--- config.mk ---
export PLATFORM = sky130hd
export DESIGN_NAME = fifo_rd_stream
export DESIGN_NICKNAME = d
export VERILOG_FILES = /design/src/rtl/fifo_rd_stream_pkg.sv /design/src/rtl/fifo_rd_obuf.sv /design/src/rtl/fifo_rd_stream.sv
export SDC_FILE = /design/constraint.sdc
export NUM_CORES = 1
export LEC_CHECK = 0
export CORE_AREA = 2 2 106 108
export DETAILED_ROUTE_END_ITERATION = 8
export DIE_AREA = 0 0 108 110
export GPL_ROUTABILITY_DRIVEN = 0
export MAX_ROUTING_LAYER = met4
export PLACE_DENSITY_LB_ADDON = 0.1
export SYNTH_ARGS = -nofsm -noshare
export SYNTH_HDL_FRONTEND = slang
export SYNTH_SLANG_ARGS = --single-unit
export TNS_END_PERCENT = 20
--- constraint.sdc ---
create_clock -name i_clk -period 1.8 [get_ports i_clk]
set_input_delay 0.18 -clock i_clk [delete_from_list [all_inputs] [get_ports i_clk]]
set_output_delay 0.18 -clock i_clk [all_outputs]
set_load 0.1 [all_outputs]
--- src/rtl/fifo_rd_stream_pkg.sv ---
// Shared types and helpers for the FIFO read-side stream adapter.
package fifo_rd_stream_pkg;

    // Frame tracker states: between frames, or partway through one.
    typedef enum logic {
        FRM_IDLE = 1'b0,
        FRM_IN   = 1'b1
    } frm_state_t;

    // Ceiling log2 for sizing pointers and counters from parameters.
    function automatic int clog2(input int v);
        int r;
        r = 0;
        while ((1 << r) < v) r++;
        return r;
    endfunction

endpackage

--- src/rtl/fifo_rd_obuf.sv ---
// Small circular register buffer that absorbs FIFO read data so the stream
// side can stall without losing words already requested from the FIFO.
module fifo_rd_obuf
    import fifo_rd_stream_pkg::*;
#(
    parameter int WIDTH = 33,
    parameter int DEPTH = 2,
    localparam int IDX_W = (clog2(DEPTH) < 1) ? 1 : clog2(DEPTH),
    localparam int CNT_W = clog2(DEPTH) + 1
) (
    input  logic             i_clk,
    input  logic             i_rst_n,
    input  logic             i_push,
    input  logic [WIDTH-1:0] i_push_data,
    input  logic             i_pop,
    output logic [WIDTH-1:0] o_head,
    output logic             o_full,
    output logic             o_empty,
    output logic [CNT_W-1:0] o_count
);

    logic [WIDTH-1:0] mem [DEPTH];
    logic [IDX_W-1:0] wr_ptr;
    logic [IDX_W-1:0] rd_ptr;
    logic [CNT_W-1:0] count;

    // Pointer increment with wrap at DEPTH (DEPTH need not be a power of two).
    function automatic logic [IDX_W-1:0] ptr_inc(input logic [IDX_W-1:0] p);
        return (p == IDX_W'(DEPTH - 1)) ? '0 : p + IDX_W'(1);
    endfunction

    // Storage and pointers; the caller never pushes into a full buffer
    // without popping in the same cycle, nor pops an empty one.
    always_ff @(posedge i_clk or negedge i_rst_n) begin
        if (!i_rst_n) begin
            for (int i = 0; i < DEPTH; i++) mem[i] <= '0;
            wr_ptr <= '0;
            rd_ptr <= '0;
            count  <= '0;
        end else begin
            if (i_push) begin
                mem[wr_ptr] <= i_push_data;
                wr_ptr      <= ptr_inc(wr_ptr);
            end
            if (i_pop) rd_ptr <= ptr_inc(rd_ptr);
            unique case ({i_push, i_pop})
                2'b10:   count <= count + CNT_W'(1);
                2'b01:   count <= count - CNT_W'(1);
                default: count <= count;
            endcase
        end
    end

    // Head comes straight from a register, so it only moves on a pop.
    assign o_head  = mem[rd_ptr];
    assign o_empty = (count == '0);
    assign o_full  = (count == CNT_W'(DEPTH));
    assign o_count = count;

endmodule

--- src/rtl/fifo_rd_stream.sv ---
// Read-side consumer of the dual-clock FIFO: turns rd_en/empty/data into a
// valid/ready stream at one beat per cycle and measures frame lengths.
module fifo_rd_stream
    import fifo_rd_stream_pkg::*;
#(
    parameter int DATA_WIDTH = 32,
    parameter int RD_LATENCY = 1,
    parameter int LEN_WIDTH  = 16
) (
    input  logic                  i_clk,
    input  logic                  i_rst_n,
    output logic                  o_fifo_rd_en,
    input  logic                  i_fifo_empty,
    input  logic [DATA_WIDTH:0]   i_fifo_rd_data,
    output logic                  o_m_valid,
    input  logic                  i_m_ready,
    output logic [DATA_WIDTH-1:0] o_m_data,
    output logic                  o_m_last,
    output logic [LEN_WIDTH-1:0]  o_frame_len,
    output logic                  o_frame_len_valid,
    output logic                  o_len_ovf
);

    localparam int BUF_DEPTH = RD_LATENCY + 1;
    localparam int CNT_W     = clog2(BUF_DEPTH) + 1;
    localparam logic [LEN_WIDTH-1:0] LEN_MAX = '1;

    logic                  run_q;
    logic [RD_LATENCY-1:0] infl;
    logic [CNT_W-1:0]      in_flight_cnt;
    logic [CNT_W-1:0]      buf_count;
    logic [CNT_W:0]        committed;
    logic                  buf_full;
    logic                  buf_empty;
    logic [DATA_WIDTH:0]   head;
    logic                  push;
    logic                  pop;

    frm_state_t           state, state_nxt;
    logic [LEN_WIDTH-1:0] cnt, cnt_nxt, bumped;
    logic                 ovf_seen, ovf_seen_nxt;
    logic                 rpt, ovf_hit;
    logic [LEN_WIDTH-1:0] rpt_len;

    // Holds reads off while reset is asserted and releases them one cycle later.
    always_ff @(posedge i_clk or negedge i_rst_n) begin
        if (!i_rst_n) run_q <= 1'b0;
        else          run_q <= 1'b1;
    end

    // Count reads issued but not yet returned.
    always_comb begin
        in_flight_cnt = '0;
        for (int i = 0; i < RD_LATENCY; i++)
            in_flight_cnt = in_flight_cnt + CNT_W'(infl[i]);
    end

    assign pop  = o_m_valid && i_m_ready;
    assign push = infl[RD_LATENCY-1];

    // Issue a read only if its word is guaranteed a slot on return; a pop this
    // cycle frees one. The full guard is redundant with the slot sum but keeps
    // the buffer safe if the sum logic is ever altered.
    always_comb begin
        committed    = {1'b0, buf_count} + {1'b0, in_flight_cnt} - (CNT_W + 1)'(pop);
        o_fifo_rd_en = run_q && !i_fifo_empty
                       && (committed < (CNT_W + 1)'(BUF_DEPTH))
                       && !(buf_full && !pop);
    end

    // Shift register of issued reads; the bit leaving the top marks valid data.
    always_ff @(posedge i_clk or negedge i_rst_n) begin
        if (!i_rst_n) infl <= '0;
        else          infl <= (infl << 1) | RD_LATENCY'(o_fifo_rd_en);
    end

    fifo_rd_obuf #(
        .WIDTH (DATA_WIDTH + 1),
        .DEPTH (BUF_DEPTH)
    ) u_obuf (
        .i_clk       (i_clk),
        .i_rst_n     (i_rst_n),
        .i_push      (push),
        .i_push_data (i_fifo_rd_data),
        .i_pop       (pop),
        .o_head      (head),
        .o_full      (buf_full),
        .o_empty     (buf_empty),
        .o_count     (buf_count)
    );

    assign o_m_valid = !buf_empty;
    assign o_m_data  = head[DATA_WIDTH-1:0];
    assign o_m_last  = head[DATA_WIDTH];

    // Frame tracker state register.
    always_ff @(posedge i_clk or negedge i_rst_n) begin
        if (!i_rst_n) begin
            state    <= FRM_IDLE;
            cnt      <= '0;
            ovf_seen <= 1'b0;
        end else begin
            state    <= state_nxt;
            cnt      <= cnt_nxt;
            ovf_seen <= ovf_seen_nxt;
        end
    end

    // Frame tracker next state: advances only on a pop; length saturates and
    // flags overflow once per frame.
    always_comb begin
        state_nxt    = state;
        cnt_nxt      = cnt;
        ovf_seen_nxt = ovf_seen;
        bumped       = cnt;
        rpt          = 1'b0;
        rpt_len      = cnt;
        ovf_hit      = 1'b0;
        if (pop) begin
            unique case (state)
                FRM_IDLE: begin
                    if (o_m_last) begin
                        rpt     = 1'b1;
                        rpt_len = LEN_WIDTH'(1);
                    end else begin
                        state_nxt    = FRM_IN;
                        cnt_nxt      = LEN_WIDTH'(1);
                        ovf_seen_nxt = 1'b0;
                    end
                end
                FRM_IN: begin
                    if (cnt == LEN_MAX) begin
                        bumped       = LEN_MAX;
                        ovf_hit      = !ovf_seen;
                        ovf_seen_nxt = 1'b1;
                    end else begin
                        bumped = cnt + LEN_WIDTH'(1);
                    end
                    cnt_nxt = bumped;
                    if (o_m_last) begin
                        rpt          = 1'b1;
                        rpt_len      = bumped;
                        state_nxt    = FRM_IDLE;
                        ovf_seen_nxt = 1'b0;
                    end
                end
                default: state_nxt = FRM_IDLE;
            endcase
        end
    end

    // Registered report outputs: pulses land the cycle after the deciding pop.
    always_ff @(posedge i_clk or negedge i_rst_n) begin
        if (!i_rst_n) begin
            o_frame_len       <= '0;
            o_frame_len_valid <= 1'b0;
            o_len_ovf         <= 1'b0;
        end else begin
            o_frame_len_valid <= rpt;
            o_len_ovf         <= ovf_hit;
            if (rpt) o_frame_len <= rpt_len;
        end
    end

endmodule

==> results of run 1 <==
-- flip-flops by register name, summed over array words and instances (netlist names) --
| name | flops |
|---|---|
| o_frame_len_valid | 1 |
| state | 1 |
| infl | 1 |
| o_len_ovf | 1 |
| o_frame_len | 16 |
| u_obuf.o_count | 2 |
| u_obuf.rd_ptr | 1 |
| cnt | 16 |
| run_q | 1 |
| u_obuf.mem | 66 |
| ovf_seen | 1 |
| u_obuf.wr_ptr | 1 |
-- metrics by stage --
step / util (%) / cells
after CTS: 65.4 / 699
after global placement: 63.1 / 680
after global routing: 66.5 / 703
after detailed placement: 63.1 / 680
final: 66.5 / 703
after floorplan: - / 429
-- placed cells by master (no fill, tap or decap), types with 2 or more instances in the layout --
master and n:
clkbuf_8 12, clkbuf_1 2, dfrtp_1 106, clkinv_4 2
and3_2 2, and4_2 3, buf_12 40, a22o_1 3
nor2_1 15, o211ai_1 2, a31oi_1 5, buf_4 66
nand2_4 2, xor2_1 4, clkdlybuf4s50_1 34, o21ai_0 29
inv_1 5, nand2_2 2, nand4_1 4, a21o_1 2
o21ai_1 5, nor3_1 8, mux2_2 96, buf_6 2
mux2_4 2, a21oi_1 18, a211oi_2 2, nand3_1 6
nor3_2 2, o21ai_2 2, nor2b_4 2, dfrtp_2 2
nand2_1 38, xnor2_1 7
-- worst reg2reg max path, cell delays in order (launching register included) --
cell,delay [ns]
dfrtp_1,0.40
buf_4,0.16
and4_2,0.27
nand2_1,0.10
nor3_2,0.06
buf_4,0.17
nor3_1,0.34
o21ai_0,0.12
-- cell type report --
class,instances,area (um2),share of cell area (%)
clock buffer,14,173,2.43
tap,140,175,2.46
clock inverter,2,17.5,0.246
inverter,7,30.0,0.422
sequential,108,2710,38.0
multi-input combinational,286,2280,32.1
timing repair buffer,146,1730,24.3
-- kinds of logic after synthesis --
kind of cell               Yosys count  share of synthesized area, %
AOI/OAI and AO/OA                   78                          9.20
xor gates and xnor gates            11                          1.90
adders and majority gates            2                         0.643
buffers and inverters               35                          3.66
DFF                                108                          53.4
muxes                               99                          22.0
other                                1                        0.0741
and+or+nand+nor                     95                          9.12
-- per-layer routing --
layer	wire length [um]	track usage, %
met1	5390	29.0
met2	5880	34.6
met3	552	3.70
met4	100	5.31
met5	0	-
-- worst min path at each step --
stage / from / endpoint
CTS: i_rst_n / u_obuf.mem[18]
detailed placement: i_rst_n / u_obuf.mem[18]
global route: i_rst_n / u_obuf.mem[0]
finish: i_rst_n / u_obuf.mem[51]
global placement: i_rst_n / u_obuf.mem[18]
floorplan: i_rst_n / cnt[0]
-- timing repair --
item	in CTS	in global routing
buffers inserted	1	3
pin swaps	3	2
resized for setup	6	17
cloned	1	1
hold buffers	1	0
setup endpoints to repair	36	58
endpoints found under the hold margin	27	0
==> key figures, run 1 <==
Status
  – Status: finished, violations left
  – Failing checks: negative setup slack

Synth
  – Post-synth EDFFs: 0
  – Syn_nets: ~470
  – Top cells by area, synth: dfrtp_1 (53%), mux2_2 (22%), o21ai_0 (3.4%)
  – Biggest area consumer among synthesized cells: dfrtp_1
  – Synth top area share: between 50% and 60%
  – Synth Register Bits: about 110
  – Sequential area share after synthesis: between 50% and 60%
  – Synth top cells by count: dfrtp_1 (108), mux2_2 (98), nand2_1 (40)
  – Synth warn: 0
  – Synthesized area per cell: 11.8 um2
  – Mapped Area: 5060 um2
  – Distinct cells, synth: 51
  – Async S/R FF share, synth: between 90% and 100%
  – Gate Count Post-Synth: 429
  – Most frequent cell after synthesis: dfrtp_1
  – Most used flip-flop cell after synthesis: dfrtp_1

Timing
  – RSZ-0062 raised after global routing: yes
  – Hold WS: 0.271 ns
  – Pins over their slew limit: 0
  – Final Cycle Share: 121%
  – Max Fclk: 0.458 GHz
  – Worst Slack Setup Final: -0.383 ns
  – Worst Skew: ~0.0099 ns
  – Fin crit period: 2.18 ns
  – Setup TNS: -0.383 ns
  – Final setup vio count: 1
  – Final hold viol count: 0

Floorplanning
  – Std-Cell Rows: 38
  – Die area: 11,900 um2
  – Starting density of the core: 47.3%
  – Io pins: 90
  – DIE WIDTH: 108 um
  – Die H: 110 um
  – Core area: 10,700 um2

Drt
  – Routed vias: 3,764
  – Routed len/inst: 17.0 um
  – DRT Wirelength: 11,900 um
  – First-pass detailed-route iteration total: 6
  – Drt via density: 5.35
  – Detailed Route Iter0 Violations: 157
  – # DRC: 0
  – Final ANT Viol Nets: 0

Clock network
  – TritonCTS buffer count: 9
  – Max clock buf depth: 2
  – Latest clock arrival within the worst-skew pair: approximately 0.36 ns
  – TritonCTS clock tree: yes
  – Reg clk slew, reported paths: around 0.10 ns
  – H-Tree Depth: 3
  – CTS sink cnt: 108
  – Root buffer cell: clkbuf_8

Setup path
  – Arr. time, crit path: 2.00 ns
  – CP endpoint: o_fifo_rd_en
  – Critical path cell sequence: nor2b_4 > o21ai_2 > fa_2 > and4b_4 > buf_12
  – CP bufs+invs: 1
  – CP Depth: 5
  – Cells on worst reg2reg path: 7
  – Crit-path leading delay family: adder cells
  – FF-to-FF Start: cnt[5]
  – RR Endpoint: o_frame_len[6]
  – Critical Path Max Stage Delay: 0.53 ns
  – Crit-path slowest cell: fa_2
  – Critical Path Sink Type: output pin
  – Critical path class: reg2out
  – FF-to-FF setup slack: ~0.06 ns
  – Worst-path maximum fanout: 3
  – Kind of start point of the critical path: register
  – Crit. Startpoint: u_obuf.o_count[0]
  – WP data required: 1.62 ns

Final layout
  – Share of cells above drive strength 1: ~46%
  – Final nets: 597
  – # diodes: 0
  – FILL cells: between 800 and 900
  – Fin area: 7120 um2
  – Synthesis-to-layout area growth: 40.6%

Placement
  – PortBufs: 89
  – Post-DP Area: approximately 6800 um2
  – Post-DP HPWL: 8240 um
  – Place WS: -0.430 ns

GRT
  – GRT Util Overall: 21.6%
  – First-pass GRT wire length: 19,300 um
  – Grt total ovfl: 0
  – Vias in the first global route: 3,911
  – Antenna violations before repair: 0
  – Largest net degree at the start of global routing: 44

Flow run
  – Max_cap viols: 0

Min path
  – Worst min path class: in2async
Power of run 1 is not shown: default switching activity piles up to over one toggle a cycle in this logic, so the estimate is an artifact.
==> inputs of run 2 (changes only) <==
Clock period 1.8 ns to 2 ns, I/O delays scaled along.
==> run 2 against run 1 <==
Final cell count decreased by 2.1%. The flow still finishes with violations (negative setup slack). Design area is 3.2% lower. First-iteration DRC count rose by 1.3%. Global-route usage fell by 0.41 points.
==> key figures, run 2 (same netlist as run 1, synthesis figures left out) <==
Setup path
  – FF-to-FF Start: cnt[1]
  – FF-to-FF setup slack: 0.14 ns (+0.08 ns)
  – Critical path cell sequence: nand2_2 > nor2_4 > buf_4 > fa_2 > and4b_4 > buf_12
  – Critical Path Sink Type: output pin
  – Crit. Startpoint: u_obuf.o_count[1]
  – Critical Path Max Stage Delay: 0.51 ns (-0.02 ns)
  – Cells on worst reg2reg path: 5 (-2)
  – WP data required: 1.80 ns (+0.18 ns)
  – Critical path class: reg2out
  – Arr. time, crit path: 1.99 ns (about the same)
  – Worst-path maximum fanout: 2 (-1)
  – Kind of start point of the critical path: register
  – RR Endpoint: cnt[6]
  – Crit-path slowest cell: fa_2

Clock network
  – TritonCTS buffer count: 9 (unchanged)
  – H-Tree Depth: 3 (unchanged)
  – Root buffer cell: clkbuf_8
  – CTS sink cnt: 108 (unchanged)
  – TritonCTS clock tree: yes
  – Reg clk slew, reported paths: 0.11 ns (about the same)
  – Latest clock arrival within the worst-skew pair: 0.37 ns (about the same)
  – Max clock buf depth: 2 (unchanged)

Status
  – Status: finished, violations left
  – Failing checks: negative setup slack

Floorplanning
  – Starting density of the core: 47.3% (unchanged)
  – Io pins: 90 (unchanged)
  – Die area: 11,900 um2 (unchanged)
  – Std-Cell Rows: 38 (unchanged)
  – DIE WIDTH: 108 um (unchanged)
  – Die H: 110 um (unchanged)
  – Core area: 10,700 um2 (unchanged)

Timing
  – Headroom to the max-slew limit: 60.1%
  – Worst Tran Pin Value: roughly 0.59 ns
  – Final Cycle Share: 110%
  – Pins over their slew limit: 0 (unchanged)
  – RSZ-0062 raised after global routing: yes
  – Hold WS: 0.257 ns (-0.0141 ns)
  – Fin crit period: 2.19 ns
  – Final setup vio count: 1 (unchanged)
  – Worst Skew: 0.0117 ns (+0.00179 ns)
  – Max Fclk: 0.456 GHz
  – Final hold viol count: 0 (unchanged)
  – Worst Slack Setup Final: -0.191 ns (+0.192 ns)
  – Setup TNS: -0.191 ns (+0.192 ns)

Drt
  – Drt via density: 5.38 (+0.47%)
  – DRT Wirelength: 11,600 um (-2.9%)
  – First-pass detailed-route iteration total: 4 (-2)
  – Final ANT Viol Nets: 0 (unchanged)
  – Routed len/inst: 16.8 um (-0.81%)
  – Detailed Route Iter0 Violations: 159 (+1.3%)
  – # DRC: 0 (unchanged)
  – Routed vias: 3,701 (-1.7%)

Final layout
  – Commonest non-fill, non-tap cell in the layout: dfrtp_1
  – # diodes: 0 (unchanged)
  – Biggest register: u_obuf.mem
  – Commonest non-fill, non-tap cells in the layout: dfrtp_1 (106), mux2_2 (98), buf_4 (56), nand2_1 (39), buf_12 (38)
  – Max reg flops: 66 (unchanged)
  – Share of cells above drive strength 1: 43.4% (-2.4 points)
  – Fin area: 6890 um2 (-3.2%)
  – Synthesis-to-layout area growth: 36.1%
  – Regs by FF count: u_obuf.mem (66), cnt (16), o_frame_len (16)
  – Final nets: 582 (-2.5%)

GRT
  – Antenna violations before repair: 0 (unchanged)
  – Vias in the first global route: 3,784 (-3.2%)
  – Met3 usage: 3.70% (unchanged)
  – First-pass GRT wire length: 18,700 um (-3.1%)
  – Met1 usage: 26.4% (-2.6 points)
  – Busiest grt layer: met2
  – Largest net degree at the start of global routing: 50 (+14%)
  – Grt total ovfl: 0 (unchanged)
  – GR Util met2: 35.0% (+0.40 points)
  – GRT Util Overall: 21.2% (-0.41 points)

Placement
  – Post-DP HPWL: 8290 um (+0.63%)
  – Place WS: -0.208 ns (+0.223 ns)
  – PortBufs: 89 (unchanged)
  – Post-DP Area: 6620 um2 (-2.0%)

Min path
  – Worst min path class: in2async

Flow run
  – Max_cap viols: 0 (unchanged)
run 2: routing by layer:
layer | wire length, um | vias to the layer above
met5 | 0 | -
met4 | 283 | 0
met3 | 499 | 19
met2 | 5820 | 84
met1 | 4980 | 1846
li1 | - | 1752
run 2: worst max-delay path: cells and delay by family, from the launching register on:
family                     cells  cell delay, ns
and+or+nand+nor                3            0.39
adders and majority gates      1            0.51
DFF                            1            0.41
buffers and inverters          2            0.30
run 2: area by class of cell:
cell class | count | area (um2)
inverters | 7 | 30.0
fillers | 865 | 3810
multi-input cells | 286 | 2230
flip-flops and latches | 108 | 2710
clock buffers | 10 | 138
well taps | 140 | 175
repair buffers | 131 | 1560
clock inverters | 6 | 53.8
run 2: what timing repair did:
action,in CTS,in global routing
resized for setup,10,5
setup buffers,2,2
hold buffers,1,0
pin swaps,4,0
hold endpoints to repair,22,0
endpoints found under the setup margin,33,14
run 2: worst max path at each step:
stage                                end
after global placement      o_fifo_rd_en
after global routing        o_fifo_rd_en
after CTS                   o_fifo_rd_en
final                       o_fifo_rd_en
after floorplan           o_frame_len[3]
after detailed placement    o_fifo_rd_en
run 2: per-stage QoR:
step	cells	utilization [%]
after floorplan	429	-
after detailed placement	667	61.8
final	688	64.4
after CTS	686	64.1
after global routing	688	64.4
after global placement	667	61.8
Power of run 2 is left out for the same reason.
